### config.mk
export PLATFORM = sky130hd
export DESIGN_NAME = alu_sequencer
export DESIGN_NICKNAME = d
export VERILOG_FILES = /design/src/rtl/alu_sequencer_pkg.sv /design/src/rtl/alu_regfile.sv /design/src/rtl/alu_sequencer.sv
export SDC_FILE = /design/constraint.sdc
export NUM_CORES = 1
export LEC_CHECK = 0
export ABC_AREA = 1
export BUFFER_PORTS_ARGS = -buffer_cell sky130_fd_sc_hd__buf_4
export CAP_MARGIN = 5
export CORE_MARGIN = 1.5
export CORE_UTILIZATION = 35
export CTS_CLUSTER_DIAMETER = 150
export DETAILED_ROUTE_END_ITERATION = 7
export PLACE_DENSITY = 0.55
export SLEW_MARGIN = 20
export SYNTH_ARGS = -nofsm -noshare
export SYNTH_HDL_FRONTEND = slang
export SYNTH_HIERARCHICAL = 1
export SYNTH_SLANG_ARGS = --single-unit
export TNS_END_PERCENT = 30
### constraint.sdc
create_clock -name clk -period 7.15 [get_ports clk]
set_input_delay 0 -clock clk [delete_from_list [all_inputs] [get_ports clk]]
set_output_delay 0 -clock clk [all_outputs]
set_load 0.02 [all_outputs]
### src/rtl/alu_sequencer_pkg.sv
// rtl/alu_sequencer_pkg.sv - shared encodings for the ALU sequencer
package alu_sequencer_pkg;

    localparam int DATA_W  = 16;
    localparam int ADDR_W  = 3;
    localparam int NUM_REG = 8;
    localparam int INSTR_W = 16;

    localparam int OP_MSB = 15;
    localparam int OP_LSB = 12;
    localparam int RA_MSB = 11;
    localparam int RA_LSB = 9;
    localparam int RB_MSB = 8;
    localparam int RB_LSB = 6;
    localparam int D_MSB  = 5;
    localparam int D_LSB  = 2;

    localparam logic [3:0] OP_ADD  = 4'b0000;
    localparam logic [3:0] OP_SUB  = 4'b0001;
    localparam logic [3:0] OP_AND  = 4'b0010;
    localparam logic [3:0] OP_OR   = 4'b0011;
    localparam logic [3:0] OP_XOR  = 4'b0100;
    localparam logic [3:0] OP_CMP  = 4'b0101;
    localparam logic [3:0] OP_MOV  = 4'b0110;
    localparam logic [3:0] OP_IDLE = 4'b0111;
    localparam logic [3:0] OP_SLL  = 4'b1000;
    localparam logic [3:0] OP_SRL  = 4'b1001;
    localparam logic [3:0] OP_ROL  = 4'b1010;
    localparam logic [3:0] OP_SRA  = 4'b1011;

    typedef enum logic [1:0] {
        ST_IDLE   = 2'd0,
        ST_DECODE = 2'd1,
        ST_EXEC   = 2'd2,
        ST_WB     = 2'd3
    } state_e;

    typedef enum logic [1:0] {
        WB_REG_FLAGS = 2'd0,
        WB_FLAGS     = 2'd1,
        WB_ILLEGAL   = 2'd2
    } wb_kind_e;

    // 0111 doubles as the idle opcode shown to the ALU, so it can never retire as legal.
    function automatic wb_kind_e classify_op(input logic [3:0] op);
        case (op)
            OP_ADD, OP_SUB, OP_AND, OP_OR, OP_XOR, OP_MOV,
            OP_SLL, OP_SRL, OP_ROL, OP_SRA: return WB_REG_FLAGS;
            OP_CMP:                         return WB_FLAGS;
            default:                        return WB_ILLEGAL;
        endcase
    endfunction

endpackage

### src/rtl/alu_regfile.sv
// rtl/alu_regfile.sv - 8x16 register file, one write port, three async read ports
module alu_regfile
    import alu_sequencer_pkg::*;
(
    input  logic              clk,
    input  logic              rst,
    input  logic              we,
    input  logic [ADDR_W-1:0] waddr,
    input  logic [DATA_W-1:0] wdata,
    input  logic [ADDR_W-1:0] raddr_a,
    output logic [DATA_W-1:0] rdata_a,
    input  logic [ADDR_W-1:0] raddr_b,
    output logic [DATA_W-1:0] rdata_b,
    input  logic [ADDR_W-1:0] raddr_c,
    output logic [DATA_W-1:0] rdata_c
);

    logic [DATA_W-1:0] regs_q [NUM_REG];

    always_ff @(posedge clk or posedge rst) begin
        if (rst) begin
            for (int i = 0; i < NUM_REG; i++) begin
                regs_q[i] <= '0;
            end
        end else if (we) begin
            regs_q[waddr] <= wdata;
        end
    end

    assign rdata_a = regs_q[raddr_a];
    assign rdata_b = regs_q[raddr_b];
    assign rdata_c = regs_q[raddr_c];

endmodule

### src/rtl/alu_sequencer.sv
// rtl/alu_sequencer.sv - four-state fetch/decode/exec/writeback sequencer around an external ALU
module alu_sequencer
    import alu_sequencer_pkg::*;
(
    input  logic               clk,
    input  logic               rst,
    input  logic               instr_valid,
    output logic               instr_ready,
    input  logic [INSTR_W-1:0] instr,
    input  logic               wr_en,
    input  logic [ADDR_W-1:0]  wr_addr,
    input  logic [DATA_W-1:0]  wr_data,
    input  logic [ADDR_W-1:0]  dbg_addr,
    output logic [DATA_W-1:0]  dbg_data,
    output logic [3:0]         opcode,
    output logic [3:0]         d,
    output logic [DATA_W-1:0]  alu_in_a,
    output logic [DATA_W-1:0]  alu_in_b,
    input  logic [DATA_W-1:0]  alu_out,
    input  logic               S,
    input  logic               Z,
    input  logic               C,
    input  logic               V,
    output logic [3:0]         flags,
    output logic               done,
    output logic               illegal
);

    state_e             state_q;
    logic [INSTR_W-1:0] instr_q;
    logic [3:0]         opcode_q;
    logic [3:0]         d_q;
    logic [DATA_W-1:0]  alu_a_q;
    logic [DATA_W-1:0]  alu_b_q;
    logic [DATA_W-1:0]  res_q;
    logic [3:0]         res_flags_q;
    logic [3:0]         flags_q;
    logic               done_q;
    logic               illegal_q;

    logic [ADDR_W-1:0]  ra;
    logic [ADDR_W-1:0]  rb;
    logic [DATA_W-1:0]  rd_a;
    logic [DATA_W-1:0]  rd_b;
    wb_kind_e           wb_kind;
    logic               rf_we;
    logic [ADDR_W-1:0]  rf_waddr;
    logic [DATA_W-1:0]  rf_wdata;
    logic               instr_rsvd_unused;

    assign ra      = instr_q[RA_MSB:RA_LSB];
    assign rb      = instr_q[RB_MSB:RB_LSB];
    assign wb_kind = classify_op(instr_q[OP_MSB:OP_LSB]);

    assign instr_rsvd_unused = ^instr_q[D_LSB-1:0];

    // An external write in IDLE takes the cycle, so the instruction waits.
    assign instr_ready = (state_q == ST_IDLE) && !wr_en;

    always_comb begin
        rf_we    = 1'b0;
        rf_waddr = wr_addr;
        rf_wdata = wr_data;
        if (state_q == ST_IDLE) begin
            rf_we = wr_en;
        end else if (state_q == ST_WB && wb_kind == WB_REG_FLAGS) begin
            rf_we    = 1'b1;
            rf_waddr = ra;
            rf_wdata = res_q;
        end
    end

    alu_regfile u_regfile (
        .clk     (clk),
        .rst     (rst),
        .we      (rf_we),
        .waddr   (rf_waddr),
        .wdata   (rf_wdata),
        .raddr_a (ra),
        .rdata_a (rd_a),
        .raddr_b (rb),
        .rdata_b (rd_b),
        .raddr_c (dbg_addr),
        .rdata_c (dbg_data)
    );

    // The ALU-facing registers double as the operand latches: loaded leaving DECODE, cleared leaving EXEC.
    always_ff @(posedge clk or posedge rst) begin
        if (rst) begin
            state_q     <= ST_IDLE;
            instr_q     <= '0;
            opcode_q    <= OP_IDLE;
            d_q         <= '0;
            alu_a_q     <= '0;
            alu_b_q     <= '0;
            res_q       <= '0;
            res_flags_q <= '0;
            flags_q     <= '0;
            done_q      <= 1'b0;
            illegal_q   <= 1'b0;
        end else begin
            done_q    <= 1'b0;
            illegal_q <= 1'b0;
            case (state_q)
                ST_IDLE: begin
                    if (instr_valid && instr_ready) begin
                        instr_q <= instr;
                        state_q <= ST_DECODE;
                    end
                end
                ST_DECODE: begin
                    opcode_q <= instr_q[OP_MSB:OP_LSB];
                    d_q      <= instr_q[D_MSB:D_LSB];
                    alu_a_q  <= rd_a;
                    alu_b_q  <= rd_b;
                    state_q  <= ST_EXEC;
                end
                ST_EXEC: begin
                    res_q       <= alu_out;
                    res_flags_q <= {S, Z, C, V};
                    opcode_q    <= OP_IDLE;
                    d_q         <= '0;
                    alu_a_q     <= '0;
                    alu_b_q     <= '0;
                    done_q      <= 1'b1;
                    illegal_q   <= (wb_kind == WB_ILLEGAL);
                    state_q     <= ST_WB;
                end
                ST_WB: begin
                    if (wb_kind != WB_ILLEGAL) begin
                        flags_q <= res_flags_q;
                    end
                    state_q <= ST_IDLE;
                end
                default: state_q <= ST_IDLE;
            endcase
        end
    end

    assign opcode   = opcode_q;
    assign d        = d_q;
    assign alu_in_a = alu_a_q;
    assign alu_in_b = alu_b_q;
    assign flags    = flags_q;
    assign done     = done_q;
    assign illegal  = illegal_q;

endmodule
* After elaboration in Yosys (flattened, before gate mapping)
Memory sizes are Yosys's and may differ from the RTL's.
Index checks and enable logic that the tools add are counted.
** Word-level totals
- Word-level logic and storage cells :: 71
- Output and inout bits :: 63
- Flip-flop bits (word level) :: 212
- Memories kept :: 1
- Memory bits (read-only) :: 32
** Cells by class
- Order comparisons :: 5
- Equality and inequality tests :: 6
- Bitwise logic cells :: 4
- Reduce and logical (&&, ||, !) cells :: 10
- Multiplexer cells :: 26
** Memories
- (no name shown) :: depth 16, width 2, rd ports 1, clocked after Yosys merged registers in 0, write ports 0, RTL line alu_sequencer_pkg.sv:46 : case (op)
** Operators by type and width (count)
- $bmux 16 s3 :: 3
- $mux 16 :: 9
- $bwmux 128 :: 1
- $pmux 16 s2 :: 2
- $demux 16 s3 :: 1
- $ge 4x4->1 const B :: 4
- $not 3->4 :: 4
- $pmux 4 s2 :: 2
- $pmux 2 s4 :: 1
- $eq 2x2->1 const B :: 3
- $mux 3 :: 2
- $logic_and 1x1->1 :: 4
- $logic_not 2->1 :: 2
- $lt 4x1->1 const B :: 1
- $mux 1 :: 4
- $reduce_and 2->1 :: 2
- $eq 2x1->1 const B :: 1
- $mux 2 :: 1
- $ne 2x1->1 const B :: 1
- $ne 2x2->1 const B :: 1
- $reduce_bool 2->1 :: 1
- $logic_not 1->1 :: 1

* Longest topological paths before layout
An unclocked memory read counts as a cell.
- Word-level depth :: 11
- Gate-level depth with buffers :: 13
- Depth with buffers taken out :: 11

* Cells and area by module
Netlist, hierarchy kept.
** By module, submodules not included
- alu_regfile :: seq. area each 3203.1 µm², times used 1, cells each 1464, area an instance 8718.4 µm²
- alu_sequencer :: seq. area each 2055.7 µm², times used 1, cells each 329, area an instance 3437.0 µm²

* Worst setup path before layout
No wires, ideal clock.
- Path type :: reg-to-reg
- Start :: register state_q[0]
- End :: register u_regfile/regs_q[32] in the netlist's numbering
- Period minus slack after synthesis :: 1.979 ns
- Slack :: 5.171 ns
- Arrival :: 1.848 ns
- Setup time :: 0.130 ns
- Cell stages (with the launch flop) :: 13
- Path through :: dfrtp_1 inv_1 ha_1 nor2_4 nand2_4 buf_6 nand2_1 nand2_1 nand2_1 inv_1 nand2_1 clkbuf_1 o21ai_1
** Between the ends
- Word-level cells in the longest chain between the ends :: 10
** RTL lines
- start, declared :: RTL line alu_sequencer.sv:29 : state_e state_q;
- start signal, assigned :: RTL line alu_sequencer.sv:90 : state_q <= ST_IDLE;
- start signal, assigned :: RTL line alu_sequencer.sv:108 : state_q <= ST_DECODE;
- start signal, assigned :: RTL line alu_sequencer.sv:116 : state_q <= ST_EXEC;
- $eq 2x2->1 :: RTL line alu_sequencer.sv:66 : end else if (state_q == ST_WB && wb_kind == WB_REG_FLAGS) begin
- $logic_and 1x1->1 :: RTL line alu_sequencer.sv:66
- $mux 3 :: RTL line alu_sequencer.sv:66
- $mux 3 (*) :: RTL line alu_sequencer.sv:64 : if (state_q == ST_IDLE) begin
- via rf_waddr[0] :: RTL line alu_sequencer.sv:47 : logic [ADDR_W-1:0] rf_waddr;
- $not 3->4 (implied by the code) (*) :: RTL line alu_regfile.sv:26 : regs_q[waddr] <= wdata;
- $ge 4x4->1 (implied by the code) or $lt 4x1->1 (tied branches) :: RTL line alu_regfile.sv:26
- $logic_and 1x1->1 (implied by the code) :: RTL line alu_regfile.sv:26
- $mux 16 (implied by the code) :: RTL line alu_regfile.sv:26
- $demux 16 s3 (*) :: RTL line alu_regfile.sv:26
- $bwmux 128 (*) :: RTL line alu_regfile.sv:26
- end signal, assigned by index :: RTL line alu_regfile.sv:26
- end, declared :: RTL line alu_regfile.sv:18 : logic [DATA_W-1:0] regs_q [NUM_REG];
The timed path passes the listed nets; every way through them passes the cells marked *.
A chain may end at the register's enable or synchronous reset.

* Final worst setup path
- Start :: register state_q[0]
- End :: register u_regfile/regs_q[78] in the netlist's numbering
** RTL lines
- $eq 2x2->1 :: RTL line alu_sequencer.sv:66
- $logic_and 1x1->1 :: RTL line alu_sequencer.sv:66
- $mux 1 :: RTL line alu_sequencer.sv:66
- $mux 1 (*) :: RTL line alu_sequencer.sv:64
- via rf_we :: RTL line alu_sequencer.sv:46 : logic rf_we;
Marks and branches as above.

==> metrics.md <==
| Metric | Value |
|---|---|
| Status | `finished clean` |
| Die width | `189 µm` |
| Root Driver | `clkbuf_16` |
| Gpl congestion | `0.808` |
| Post-synth top area cell | `dfrtp_1` |
| Setup TNS | `0 ns` |
| Routed Antenna Nets | `0` |
| Critical Path Start Type | `flop` |
| CTS tree | `done` |
| Grt total ovfl | `0` |
| DR iter-0 viols | `1198` |
| Final Cycle Share | `37.8%` |
| YS warnings | `6` |
| Mapped Avg Cell Area | `6.78 µm²` |
| Critical path class | `flop to flop` |
| Vias in the first global route | `11745` |
| Crit-path max FO | `36` |
| Post-place setup slack | `4.44 ns` |
| Setup WS post-layout | `4.45 ns` |
| DR pass1 iterations | `6` |
| Fin nets | `1986` |
| Slew HR | `35.0%` |
| HP Class | `input pin to flop` |
| Max H-tree Level | `1` |
| Initial Utilization | `35.4%` |
| Crit path time final | `2.70 ns` |
| CP endpoint kind | `flop` |
| ANT cells | `0` |
| Slew @ Worst Pin | `0.975 ns` |
| Worst-path clk slew | `0.06 ns` |
| #FFs+latches synth | `210` |
| Total Wirelength | `43.1 mm` |
| Power density over the cells | `477 mW/mm²` |
| Fraction of the yosys area taken by sequential cells | `43.3%` |
| Cts hold-fix bufs | `65` |
| Wire per inst | `18.0 µm` |
| PortBufs | `122` |
| Cells after Synth | `1793` |
| # IOs | `125` |
| Via count | `12130` |
| Critical path data required time | `7.53 ns` |
| Clk buf depth | `3` |
| Aggregate global-route resource usage | `23.9%` |
| Synth area leaders | `dfrtp_1 43%, nand2_1 26%, nand3_1 8.7%` |
| TritonCTS Buffers | `26` |
| Overall Power | `7.08 mW` |
| Core Area | `0.0344 mm²` |
| Syn nets | `1859` |
| RSZ-0062 raised after global routing | `no` |
| Count of unique library cells instantiated by Yosys | `25` |
| Worst path top cell family by delay | `simple AND/OR/NAND/NOR gates` |
| Max VDD drop | `0.000224 V` |
| Clk_skew | `0.00867 ns` |
| Max-cap violations | `0` |
| Setup violations, final | `0` |
| Number of buffers added for setup after CTS | `0` |
| CP max-delay cell | `nand2_2` |
| Residual DRC | `0` |
| Hold Fails Final Rpt | `0` |
| Layout cells sized above 1 | `11.8%` |
| Leak | `8.10 nW` |
| Yosys top cell area share | `42.6%` |
| First-pass GRT wire length | `66.7 mm` |
| CP arrival | `3.08 ns` |
| Die height | `189 µm` |
| Antenna violations before repair | `0` |
| Commonest non-fill, non-tap cells in the layout | `844 x nand2_1, 211 x nand3_1, 205 x dfrtp_1` |
| Max frequency | `370 MHz` |
| HPWL Detailed | `26.4 mm` |
| Clk sink count | `210` |
| Later-pin clock latency in the skew report | `0.54 ns` |
| CP cell instances | `inv_1, ha_1, nor2_4, nand2_4, o21ai_0, nand2_1, inv_1, nand2_2, o21ai_0` |
| Pin count of the biggest net entering global routing | `75` |
| Die footprint | `0.0359 mm²` |
| Slew Limit Fails | `0` |
| Worst hold slack | `0.0271 ns` |
| CTS resizes | `0` |
| Slowest cell delay on critical path | `0.61 ns` |
| Post-Synthesis Cell Area | `0.0122 mm²` |
| Area delta synth->final | `22.1%` |
| Rows | `68` |
| Worst path bufs/invs | `2` |
| Vias per cell | `5.07` |
| Commonest non-fill, non-tap cell in the layout | `nand2_1` |
## logic make-up (layout without fill, tap and decap cells)
kind of cell / after synthesis / after routing / share of synthesized area, %
adders and majority gates: 4 / 4 / 0.412
buffers and inverters: 298 / 444 / 10.5
and+or+nand+nor: 1073 / 1073 / 35.7
DFF: 210 / 210 / 43.3
AOI/OAI and AO/OA: 208 / 208 / 10.2
## per-layer routing
metal | GRT usage (%) | wire, µm | vias up | part of all wire (%)
met3 | 2.93 | 3000 | 98 | 7.0
met2 | 40.4 | 20600 | 499 | 48
li1 | - | - | 5847 | -
met4 | 9.10 | 1300 | 0 | 3.0
met1 | 31.2 | 18100 | 5686 | 42
met5 | 0 | 0 | - | 0
## layout make-up
class	count	area [µm²]
multi-input combinational	1285	5620
timing repair buffer	210	1740
tap	455	569
clock buffer	37	783
fill	3523	19500
sequential	210	5260
inverter	187	706
clock inverter	10	155
## tightest hold or removal path, cell delays in order
cell,delay (ns)
buf_4,0.09
inv_1,0.05
nand3_2,0.28
a21oi_1,0.12
## report_power, final
| group | internal (mW) | switching, mW | leakage, nW |
|---|---|---|---|
| Combinational | 1.16 | 2.48 | 5.00 |
| Sequential | 1.73 | 0.288 | 2.64 |
| Clock | 0.900 | 0.526 | 0.459 |
| Total | 3.79 | 3.29 | 8.10 |
## final timing paths
kind                                         to           start  cells after the start  slack [ns]
setup / recovery           u_regfile/regs_q[78]      state_q[0]                      9        4.45
hold / removal                      instr_q[13]           wr_en                      4        0.03
setup reg to reg           u_regfile/regs_q[78]      state_q[0]                      9        4.45
hold reg to reg                  res_flags_q[0]  res_flags_q[0]                      2        0.48
max in group asynchronous            instr_q[9]             rst                      5        5.40
min in group asynchronous  u_regfile/regs_q[32]             rst                      3        0.28
## cells in the mapped netlist
| master | number |
|---|---|
| buf_4 | 5 |
| nor2_1 | 9 |
| nand2_1 | 845 |
| nor2_2 | 4 |
| nand3_2 | 1 |
| buf_6 | 8 |
| dfrtp_1 | 207 |
| clkbuf_2 | 2 |
| nor3_4 | 1 |
| buf_1 | 3 |
| buf_2 | 60 |
| nor2_4 | 1 |
| dfstp_2 | 3 |
| nand2_4 | 1 |
| o21ai_1 | 28 |
| a22o_1 | 35 |
| ha_1 | 4 |
| o22a_1 | 1 |
| nand3_1 | 211 |
| clkbuf_1 | 33 |
| o21ai_0 | 122 |
| o21ai_2 | 16 |
| inv_2 | 8 |
| inv_1 | 179 |
| a21oi_1 | 6 |
## state kept, by name, summed over array words and instances (netlist names)
register          count
alu_in_b             16
illegal               1
flags                 4
instr_q              14
alu_in_a             16
u_regfile/regs_q    128
d                     4
opcode                4
state_q               2
done                  1
res_q                16
res_flags_q           4
## per-stage QoR
| step | utilization (%) | std cells | area (µm²) |
|---|---|---|---|
| 2_1_floorplan | - | 1793 | 12200 |
| 4_1_cts | 43.2 | 2394 | 14800 |
| 5_1_grt | 43.2 | 2394 | 14800 |
| 3_3_place_gp | 38.5 | 2282 | 13200 |
| 3_5_place_dp | 38.5 | 2282 | 13200 |
| 6_report | 43.2 | 2394 | 14800 |
No activity file was read; power rests on OpenSTA's default activity.
